$ cat src/rtl/pengtimer_pkg.sv
// Shared constants and digit type for the PengTimer clock chain.
// Used by the seconds/minutes stage and by the hour stage.
package pengtimer_pkg;

    localparam int BCD_W        = 4;
    localparam int SEC_TENS_MAX = 5;
    localparam int ONES_MAX     = 9;

    typedef logic [BCD_W-1:0] bcd_t;

endpackage

$ cat src/rtl/pengtimer_bcd_mod60.sv
// Two-digit BCD modulo-60 counter (00..59).
// wrap flags the 59 -> 00 step when carrying out is enabled.
module pengtimer_bcd_mod60
    import pengtimer_pkg::*;
(
    input  logic clk,
    input  logic rst,
    input  logic inc,
    input  logic carry_en,
    output bcd_t tens_o,
    output bcd_t ones_o,
    output logic wrap
);

    localparam bcd_t ONES_TOP = bcd_t'(ONES_MAX);
    localparam bcd_t TENS_TOP = bcd_t'(SEC_TENS_MAX);

    bcd_t ones_q, ones_d;
    bcd_t tens_q, tens_d;

    // next digit values; illegal digits fall back to 0 without carrying
    always_comb begin
        ones_d = ones_q;
        tens_d = tens_q;
        if (inc) begin
            if (ones_q > ONES_TOP) begin
                ones_d = '0;
            end else if (ones_q == ONES_TOP) begin
                ones_d = '0;
                if (tens_q >= TENS_TOP) begin
                    tens_d = '0;
                end else begin
                    tens_d = tens_q + 1'b1;
                end
            end else begin
                ones_d = ones_q + 1'b1;
            end
        end
    end

    assign wrap = inc & carry_en
                & (ones_q == ONES_TOP)
                & (tens_q == TENS_TOP);

    assign tens_o = tens_q;
    assign ones_o = ones_q;

    // digit registers
    always_ff @(posedge clk) begin
        if (rst) begin
            ones_q <= '0;
            tens_q <= '0;
        end else begin
            ones_q <= ones_d;
            tens_q <= tens_d;
        end
    end

endmodule

$ cat src/rtl/pengtimer_min_sec.sv
// Seconds/minutes stage: 1 Hz prescaler, mm:ss BCD count, hour carry.
// Optional manual set mode when PENGTIMER_TIME_SET_EN is defined.
module pengtimer_min_sec
    import pengtimer_pkg::*;
#(
    parameter int CLK_DIV = 50_000_000
) (
    input  logic clk,
    input  logic rst,
    input  logic run,
`ifdef PENGTIMER_TIME_SET_EN
    input  logic set_mode,
    input  logic inc_min,
    input  logic inc_sec,
`endif
    output bcd_t sec_q1,
    output bcd_t sec_q0,
    output bcd_t min_q1,
    output bcd_t min_q0,
    output logic sec_tick,
    output logic hour_inc
);

    localparam int DIV_W = $clog2(CLK_DIV);
    localparam logic [DIV_W-1:0] DIV_MAX = DIV_W'(CLK_DIV - 1);

    logic [DIV_W-1:0] div_q, div_d;
    logic tick;
    logic tick_q;
    logic hinc_q;
    logic setm;
    logic set_sec;
    logic set_min;
    logic carry_en;
    logic sec_inc;
    logic sec_wrap;
    logic min_inc;
    logic min_wrap;

`ifdef PENGTIMER_TIME_SET_EN
    assign setm    = set_mode;
    assign set_sec = set_mode & inc_sec;
    assign set_min = set_mode & inc_min;
`else
    assign setm    = 1'b0;
    assign set_sec = 1'b0;
    assign set_min = 1'b0;
`endif

    // prescaler next state; set mode parks it at zero
    always_comb begin
        div_d = div_q;
        tick  = 1'b0;
        if (setm) begin
            div_d = '0;
        end else if (run) begin
            if (div_q == DIV_MAX) begin
                div_d = '0;
                tick  = 1'b1;
            end else begin
                div_d = div_q + 1'b1;
            end
        end
    end

    assign carry_en = ~setm;
    assign sec_inc  = tick | set_sec;
    assign min_inc  = sec_wrap | set_min;

    pengtimer_bcd_mod60 u_sec (
        .clk      (clk),
        .rst      (rst),
        .inc      (sec_inc),
        .carry_en (carry_en),
        .tens_o   (sec_q1),
        .ones_o   (sec_q0),
        .wrap     (sec_wrap)
    );

    pengtimer_bcd_mod60 u_min (
        .clk      (clk),
        .rst      (rst),
        .inc      (min_inc),
        .carry_en (carry_en),
        .tens_o   (min_q1),
        .ones_o   (min_q0),
        .wrap     (min_wrap)
    );

    // prescaler and output pulse registers
    always_ff @(posedge clk) begin
        if (rst) begin
            div_q  <= '0;
            tick_q <= 1'b0;
            hinc_q <= 1'b0;
        end else begin
            div_q  <= div_d;
            tick_q <= tick;
            hinc_q <= min_wrap;
        end
    end

    assign sec_tick = tick_q;
    assign hour_inc = hinc_q;

endmodule

$ cat config.mk
export PLATFORM = sky130hd
export DESIGN_NAME = pengtimer_min_sec
export DESIGN_NICKNAME = d
export VERILOG_FILES = /design/src/rtl/pengtimer_pkg.sv /design/src/rtl/pengtimer_bcd_mod60.sv /design/src/rtl/pengtimer_min_sec.sv
export SDC_FILE = /design/constraint.sdc
export NUM_CORES = 1
export LEC_CHECK = 0
export ABC_AREA = 1
export BUFFER_PORTS_ARGS = -buffer_cell sky130_fd_sc_hd__buf_2
export CAP_MARGIN = 20
export CORE_ASPECT_RATIO = 1.5
export CORE_MARGIN = 1.5
export CORE_UTILIZATION = 30
export DETAILED_ROUTE_END_ITERATION = 6
export PLACE_DENSITY = 0.44
export SLEW_MARGIN = 20
export SYNTH_ARGS = -nofsm -noshare
export SYNTH_HDL_FRONTEND = slang
export SYNTH_SLANG_ARGS = --single-unit
$ cat constraint.sdc
create_clock -name clk -period 1.63 [get_ports clk]
set_input_delay 0.163 -clock clk [delete_from_list [all_inputs] [get_ports clk]]
set_output_delay 0.163 -clock clk [all_outputs]
set_load 0.02 [all_outputs]
# Yosys cells after proc, flatten, opt, wreduce, memory -nomap -nowiden

Index checks and enable logic that the tools add are counted.

Register bits: 44
Input port bits: 3
Word-level logic and storage cells: 38

Muxes and demuxes: 9
$lt $le $gt $ge: 4
Bitwise logic cells: 6
Equality and inequality tests: 5
Reduce and logical (&&, ||, !) cells: 2
Add/sub/neg operators: 5

Operator list:

| cell                                                                   | count |
|---|---|
| 26-bit by 1-bit adder with 26-bit output (second input constant)       | 1 |
| 26-bit == test (second input constant)                                 | 1 |
| 26-bit two-way mux                                                     | 1 |
| 4-bit two-way mux                                                      | 6 |
| 4-bit by 1-bit adder with 4-bit output (second input constant)         | 4 |
| 4-bit by 3-bit == test with 1-bit output (second input constant)       | 2 |
| 4-bit == test (second input constant)                                  | 2 |
| 4-bit by 3-bit >= comparator with 1-bit output (second input constant) | 2 |
| 4-bit > comparator (second input constant)                             | 2 |
| 3-bit AND reduction                                                    | 2 |
| 1-bit bitwise AND                                                      | 4 |
| 1-bit two-way mux                                                      | 2 |
| 1-bit inverter                                                         | 2 |

# Logic depth before layout (Yosys ltp)

Gate-level depths: netlist of run 1.

Depth in word-level cells: 7
Mapped depth: 11
Mapped depth without buffers: 10

# By module

Synthesis of run 1 repeated with hierarchy kept, for this count alone.

Cell total of the unflattened synthesis: 376
Area total of the unflattened synthesis: 2511.2 um^2

Modules (own cells, without submodules):

| module              | cells each | area each (um^2) | times used |
|---|---|---|---|
| pengtimer_min_sec   | 238        | 1562.7           | 1 |
| pengtimer_bcd_mod60 | 69         | 474.2            | 2 |

# Least setup slack after synthesis of run 1

OpenSTA, ideal clock, no wires.

Path type: flip-flop to flip-flop
Start point: reg u_sec.tens_q[0], in the netlist u_sec.tens_o[0]
End point: reg u_min.tens_q[0], in the netlist u_min.tens_o[0]
Clock period less this slack: 1569 ps
Path slack: 61 ps
Path buffers: 0
Cell stages (with the launch flop): 9
Arrival time: 1454 ps
Setup time: 115 ps
Path through: dfxtp_1 -> ha_1 -> nand3_1 -> nor2_1 -> inv_1 -> nor2_4 -> nand3_1 -> nand2_1 -> nor2_1

Longest elaborated chain between the ends: 3

Ends and longest elaborated chain:

| item                                     | RTL line                  | source |
|---|---|---|
| from (decl)                              | pengtimer_bcd_mod60.sv:19 | `bcd_t tens_q, tens_d;` |
| from (signal assigned)                   | pengtimer_bcd_mod60.sv:55 | `tens_q <= tens_d;` |
| 4-bit by 3-bit == test with 1-bit output | pengtimer_bcd_mod60.sv:43 | `& (tens_q == TENS_TOP);` |
| 1-bit bitwise AND                        | pengtimer_bcd_mod60.sv:43 |  |
| 3-bit AND reduction (no source line)     | n/a                       |  |
| to (signal assigned)                     | pengtimer_bcd_mod60.sv:55 |  |
| to (decl)                                | pengtimer_bcd_mod60.sv:19 |  |

Every way passes these cells.
A chain may end at the register's enable or synchronous reset.

# Worst setup path after layout of run 1

Start point: reg div_q[0]
End point: reg div_q[21]

Longest elaborated chain between the ends: 2

Ends and longest elaborated chain:

| item                                                                       | RTL line                                         | source |
|---|---|---|
| from (decl)                                                                | pengtimer_min_sec.sv:27                          | `logic [DIV_W-1:0] div_q, div_d;` |
| from (signal assigned)                                                     | pengtimer_min_sec.sv:97                          | `div_q <= div_d;` |
| 26-bit by 1-bit adder with 26-bit output or 26-bit == test (tied branches) | pengtimer_min_sec.sv:61, pengtimer_min_sec.sv:57 |  |
| 26-bit two-way mux (*)                                                     | pengtimer_min_sec.sv:57                          | `if (div_q == DIV_MAX) begin` |

Mark *: on every way between the ends. The rest lies on a longest branch, timed or not.

==> results.ini, run 1 <==
[timing]
setup_tns_ns = 0
setup_viol = 0
holdWs_ns = 0.188
slew_headroom_pct = 76.9
final.setup_skew_ns = 0.00271
finalHoldViolCount = 0
rsz0062_at_grt = true
finalWorstSetupSlack_ns = 0.0609
fin_crit_sh_pct = 96.3
worst_pin_slew_ns = 0.345
max_freq_mhz = 637
slew_viol_final = 0
fin_crit_ns = 1.57

[pwr]
ir_worst_vdd_uv = 416
combinationalPowerShare_pct = 2.9
netSwitchingPower_uw = 463
p_leak_nw = 1.44
clkPwrFrac_pct = 51.4
p_int_mw = 1.91
switching_share_pct = 19.5
p_per_area_nw_per_um2 = 741
pwr-share-seq_pct = 45.7

[global_routing]
grt_pass1_vias = 2457
grt_antenna_before_repair = 0
gr-total-overflow = 0
grt_pass1_wl_mm = 11.0
grt_max_degree = 14
grt_usage_pct = 15.9

[route]
wire_per_inst_um = 12.3
drc = 0
drtIter0Drc = 85
first_pass_iters = 4
wirelength_mm = 6.46
drt-vias-per-instance = 4.55
postRouteAntennaNets = 0
vias = 2386

[critical_path]
crit_required_ns = 1.86
crit_path_max_fanout = 3
slowest_delay_ns = 0.36
critPathKind = reg2reg
path_cells = buf_6, nand2_4, nor2_4, nand3_4, nor2_4, nand2_4, nor2_4, nand2_2, nand2_1, nand2_1, nor2_2
critPathMostFrequentCell = nor2_4
start_kind = flop
crit_slowest_cell = dfxtp_2
worst_setup_path_end_kind = flop
cp_data_arrival_time_ns = 1.80

[final_layout]
diodes = 0
final.fill_count = 865
drive_above_1_share_pct = 27.2
fin_cells = 524
finalCoreUtilization_pct = 39.8
area_growth_pct = 27.5
multi_input_area_um2 = 1470
nets = 428
seq_area_um2 = 892

[synth]
synth-seq-cells = 44
yosys-top-cells-area = dfxtp_1 35%, nand2_1 12%, nor2_1 10%
syn-instance-count = 367
synthAdderAreaFrac_pct = 3.48
synthMuxAreaShare_pct = 0
yosysWarnings = 0
synthFlopType = dfxtp_1
ys_top_cells_by_count = 79 x nand2_1, 67 x nor2_1, 51 x inv_1, 44 x dfxtp_1, 19 x nand3_1
syn_area_per_cell_um2 = 6.86
synth_cell_types = 37
seq_area_frac_synth_pct = 35.0
synth-edff-count = 0
ys_async_sr_fraction_pct = 0
synth_nets = 377
synth-xor-area-share_pct = 2.78
syn_area_um2 = 2520
synth_compound_area_share_pct = 6.41
synth-simple-area-share_pct = 42.8
synth_top_family_by_area = simple AND/OR/NAND/NOR gates
synth_top_area_share_pct = 35.0
synth_top_area_cell = dfxtp_1
post-synth-top-count-cell = nand2_1

[floorplan]
initial_core_util_pct = 31.2
rows = 40
design.core.area_um2 = 8060
dieArea_um2 = 8960
fp.dieH_um = 115
dieWidth_um = 77.8
io_pins = 21

[clocking]
clk_latency_ns = 0.29
cts_tree = built
cts_sinks = 44
cts_max_level = 2
clk_path_buf_depth = 2
clockRootBuffer = clkbuf_16
cts_buffers = 5
clk_pin_slew_ns = 0.06
cts_hold_buf = 0

[job]
cap_violations = 0

[worst_hold_path]
min_path_type = in2reg

[placement]
dp_slack_ns = 0.00748
post-dp-hpwl_mm = 5.28
placed_cells = 513
portBuffers = 20
gp_congestion = 0.797

[status]
status = finished, final reports clean

logic make-up (layout without fill, tap and decap cells):
group                      after synthesis  in the layout
adders and majority gates                7              7
buffers and inverters                   59            111
xor gates and xnor gates                 8              8
and+or+nand+nor                        221            221
DFF                                     44             44
AOI/OAI and AO/OA                       28             28
routing by layer:
| metal | share of wire [%] | global-route usage [%] | vias to the layer above |
|---|---|---|---|
| li1 | - | - | 1262 |
| met2 | 57 | 32.2 | 26 |
| met4 | 3.3 | 7.52 | 0 |
| met3 | 1.9 | 2.46 | 11 |
| met1 | 38 | 15.1 | 1087 |
| met5 | 0 | 0 | - |
final cells by class:
class	instances	area share (%)
multi-input cells	264	45.9
flip-flops and latches	44	27.8
repair buffers	48	10.0
inverters	55	6.51
clock buffers	7	4.75
well taps	105	4.09
clock inverters	1	0.935
per-stage QoR:
step                total power, mW  area, um^2
detailed placement             1.17        2900
global route                   2.46        3210
CTS                            2.40        3090
floorplan                      1.15        2520
global placement               1.17        2900
finish                         2.38        3210
flip-flops by register name (all words and copies together), names as in the netlist:
register      cells
sec_tick          1
div_q            26
hour_inc          1
u_sec.tens_o      4
u_min.tens_o      4
u_sec.ones_o      4
u_min.ones_o      4
worst max-delay path: cells and delay by family, from the launching register on:
family	cells	cell delay, ns
simple gates	10	1.05
flops	1	0.36
buf+inv	1	0.11
final timing paths:
kind,start,depth (start not counted),end,slack [ns]
setup reg to reg,div_q[0],11,div_q[21],0.06
hold / removal,run,2,div_q[1],0.19
setup / recovery,div_q[0],11,div_q[21],0.06
hold reg to reg,div_q[15],2,div_q[15],0.48
power groups by stage:
| stage | registers, mW | logic (mW) | clock network, mW |
|---|---|---|---|
| final | 1.09 | 0.0690 | 1.22 |
| after global routing | 1.09 | 0.0796 | 1.29 |
| after CTS | 1.08 | 0.0662 | 1.25 |
| after detailed placement | 1.11 | 0.0660 | 0 |
| after global placement | 1.11 | 0.0665 | 0 |
| after floorplan | 1.11 | 0.0411 | 0 |
placed cells by master (no fill, tap or decap), types with 3 or more instances in the layout:
cell and n:
nor2_4 8, nor3_1 10, clkbuf_16 5, nand4_1 11, nand2_1 74, ha_1 6, dfxtp_2 9, nor2_1 63
buf_4 25, buf_2 20, nand2_2 11, a21oi_1 10, o21ai_0 7, xnor2_1 4, nand3_1 18, dfxtp_1 35
inv_2 3, nand3_2 3, nor2_2 8, inv_1 50, xor2_1 4, a211oi_1 3, buf_6 3
what timing repair did:
item | in CTS | in global routing
setup endpoints to repair | 1 | 24
hold endpoints to repair | 0 | 0
pin swaps | 0 | 13
buffers inserted | 0 | 3
resized for setup | 1 | 33
No activity file was read; power rests on OpenSTA's default activity.
==> inputs of run 2 (changes only) <==
--- a/config.mk
+++ b/config.mk
@@ -12,7 +12,7 @@
 export CORE_MARGIN = 1.5
 export CORE_UTILIZATION = 30
 export DETAILED_ROUTE_END_ITERATION = 6
-export PLACE_DENSITY = 0.44
+export GPL_TIMING_DRIVEN = 0
 export SLEW_MARGIN = 20
 export SYNTH_ARGS = -nofsm -noshare
 export SYNTH_HDL_FRONTEND = slang
==> run 2 against run 1 <==
  * Non-clock buffer count decreased by 16
  * Clock power down 7%
  * Critical path type unchanged
  * Highest routed layer unchanged
  * Largest cell class unchanged
  * Sequential share of layout area rose by 1.6 points
==> results.ini, run 2 (synthesis gave the netlist of run 1 again) <==
[floorplan]
initial_core_util_pct = 31.2  ; unchanged
rows = 40  ; unchanged
design.core.area_um2 = 8060  ; unchanged
dieArea_um2 = 8960  ; unchanged
io_pins = 21  ; unchanged
fp.dieH_um = 115  ; unchanged
dieWidth_um = 77.8  ; unchanged

[timing]
finalHoldViolCount = 0  ; unchanged
final.setup_skew_ns = 0.00673  ; +0.00403 ns
setup_tns_ns = 0  ; unchanged
slew_headroom_pct = 64.6  ; -12 points
holdWs_ns = 0.274  ; +0.0854 ns
max_freq_mhz = 639  ; +0.29%
setup_viol = 0  ; unchanged
slew_viol_final = 0  ; unchanged
fin_crit_ns = 1.56  ; -0.00455 ns
worst_pin_slew_ns = 0.531  ; +0.187 ns
fin_crit_sh_pct = 96.0  ; -0.28 points

[clocking]
cts_buffers = 5  ; unchanged
clk_pin_slew_ns = 0.06  ; about the same
cts_max_level = 2  ; unchanged
clk_path_buf_depth = 2  ; unchanged
clk_latency_ns = 0.29  ; about the same
cts_tree = built
clockRootBuffer = clkbuf_16
cts_sinks = 44  ; unchanged

[final_layout]
final.fill_count = 859  ; -0.69%
top_register = div_q
multi_input_area_um2 = 1450  ; -1.9%
seq_area_um2 = 895  ; +0.28%
fin_area_um2 = 3040  ; -5.3%
area_growth_pct = 20.8
final_cell_mix = 75 x nand2_1, 64 x nor2_1, 51 x inv_1, 35 x dfxtp_1, 20 x buf_2
diodes = 0  ; unchanged
finalCoreUtilization_pct = 37.7  ; -2.1 points
largest_register_ffs = 26  ; unchanged
nets = 412  ; -3.7%
drive_above_1_share_pct = 22.1  ; -5.1 points
layout_commonest_cell = nand2_1

[route]
first_pass_iters = 4  ; unchanged
wire_per_inst_um = 11.5  ; -6.4%
wl_met2_mm = 3.21  ; -13%
drtIter0Drc = 83  ; -2.4%
m1WireLength_mm = 2.44  ; +0.58%
wl_met3_um = 134  ; +8.9%
postRouteAntennaNets = 0  ; unchanged
drt-vias-per-instance = 4.59  ; +0.90%
drc = 0  ; unchanged
vias = 2334  ; -2.2%
highest_layer = met4
wirelength_mm = 5.87  ; -9.3%

[critical_path]
crit_path_max_fanout = 10  ; +7
cp_data_arrival_time_ns = 1.74  ; -0.06 ns
crit_required_ns = 1.81  ; -0.05 ns
start_kind = flop
worst_setup_path_end_kind = flop
critPathKind = reg2reg

[global_routing]
grt_pass1_wl_mm = 9.43  ; -15%
grt_antenna_before_repair = 0  ; unchanged
grt_pass1_vias = 2124  ; -14%
grt_max_degree = 14  ; unchanged
gr-total-overflow = 0  ; unchanged
grt_usage_pct = 13.2  ; -2.7 points

[pwr]
p_leak_nw = 1.34  ; -6.7%
p_per_area_nw_per_um2 = 751  ; +1.4%
ir_worst_vdd_uv = 356  ; -15%

[job]
cap_violations = 0  ; unchanged

[placement]
post-dp-hpwl_mm = 4.39  ; -17%
gp_congestion = 0.835  ; +4.7%
portBuffers = 20  ; unchanged
place_area_um2 = 2750  ; -5.3%

[status]
status = finished, final reports clean

[worst_hold_path]
min_path_type = in2reg

## run 2: cell types whose count changed in the layout (fill, tap and decap cells not counted), moves of 2 or more
cell | before | now
buf_4 | 25 | 8
clkbuf_1 | 0 | 2
clkbuf_8 | 2 | 0
nor2_2 | 8 | 6
## run 2: area by class of cell
type                    count  share of cell area (%)
clock inverters             2                    1.15
repair buffers             28                    5.27
well taps                 105                    4.32
inverters                  55                    6.79
multi-input cells         264                    47.6
plain buffers               4                    1.23
clock buffers               6                    4.24
flip-flops and latches     44                    29.4
## run 2: where the power goes
| group | internal (mW) | total [mW] | switching, mW |
|---|---|---|---|
| registers | 1.08 | 1.09 | 0.00596 |
| logic | 0.0244 | 0.0652 | 0.0408 |
| clock network | 0.721 | 1.13 | 0.411 |
## run 2: path summary, 6_finish.rpt
path	startpoint	end	slack (ns)	depth (start not counted)
min reg2reg	div_q[5]	div_q[5]	0.49	2
min	run	div_q[1]	0.27	3
max	div_q[0]	div_q[21]	0.07	11
max reg2reg	div_q[0]	div_q[21]	0.07	11
## run 2: critical path, stage by stage (launching register included)
cell     delay, ns
dfxtp_4       0.36
ha_4          0.15
nand3_1       0.12
inv_1         0.07
nand2_1       0.06
nor2_2        0.15
nand3_4       0.12
nand2_2       0.10
inv_2         0.07
buf_6         0.14
nand2_1       0.08
nor2_2        0.03
## run 2: metal layers
layer | global-route usage (%) | vias up
li1 | - | 1230
met1 | 13.3 | 1061
met2 | 26.8 | 37
met5 | 0 | -
met4 | 4.36 | 0
met3 | 1.90 | 6
## run 2: repair_timing
item / 4_1_cts / 5_1_grt
resized for setup: 7 / 17
hold buffers: 0 / 0
endpoints found under the setup margin: 32 / 34
buffers inserted: 3 / 5
pin swaps: 2 / 10
## run 2: per-stage QoR
stage	power, mW	std cells	setup slack, ns
floorplan	1.15	367	0.0611
global placement	1.17	492	-0.128
detailed placement	1.17	492	-0.151
CTS	2.30	503	0.0155
global route	2.35	508	-0.00595
finish	2.28	508	0.0654
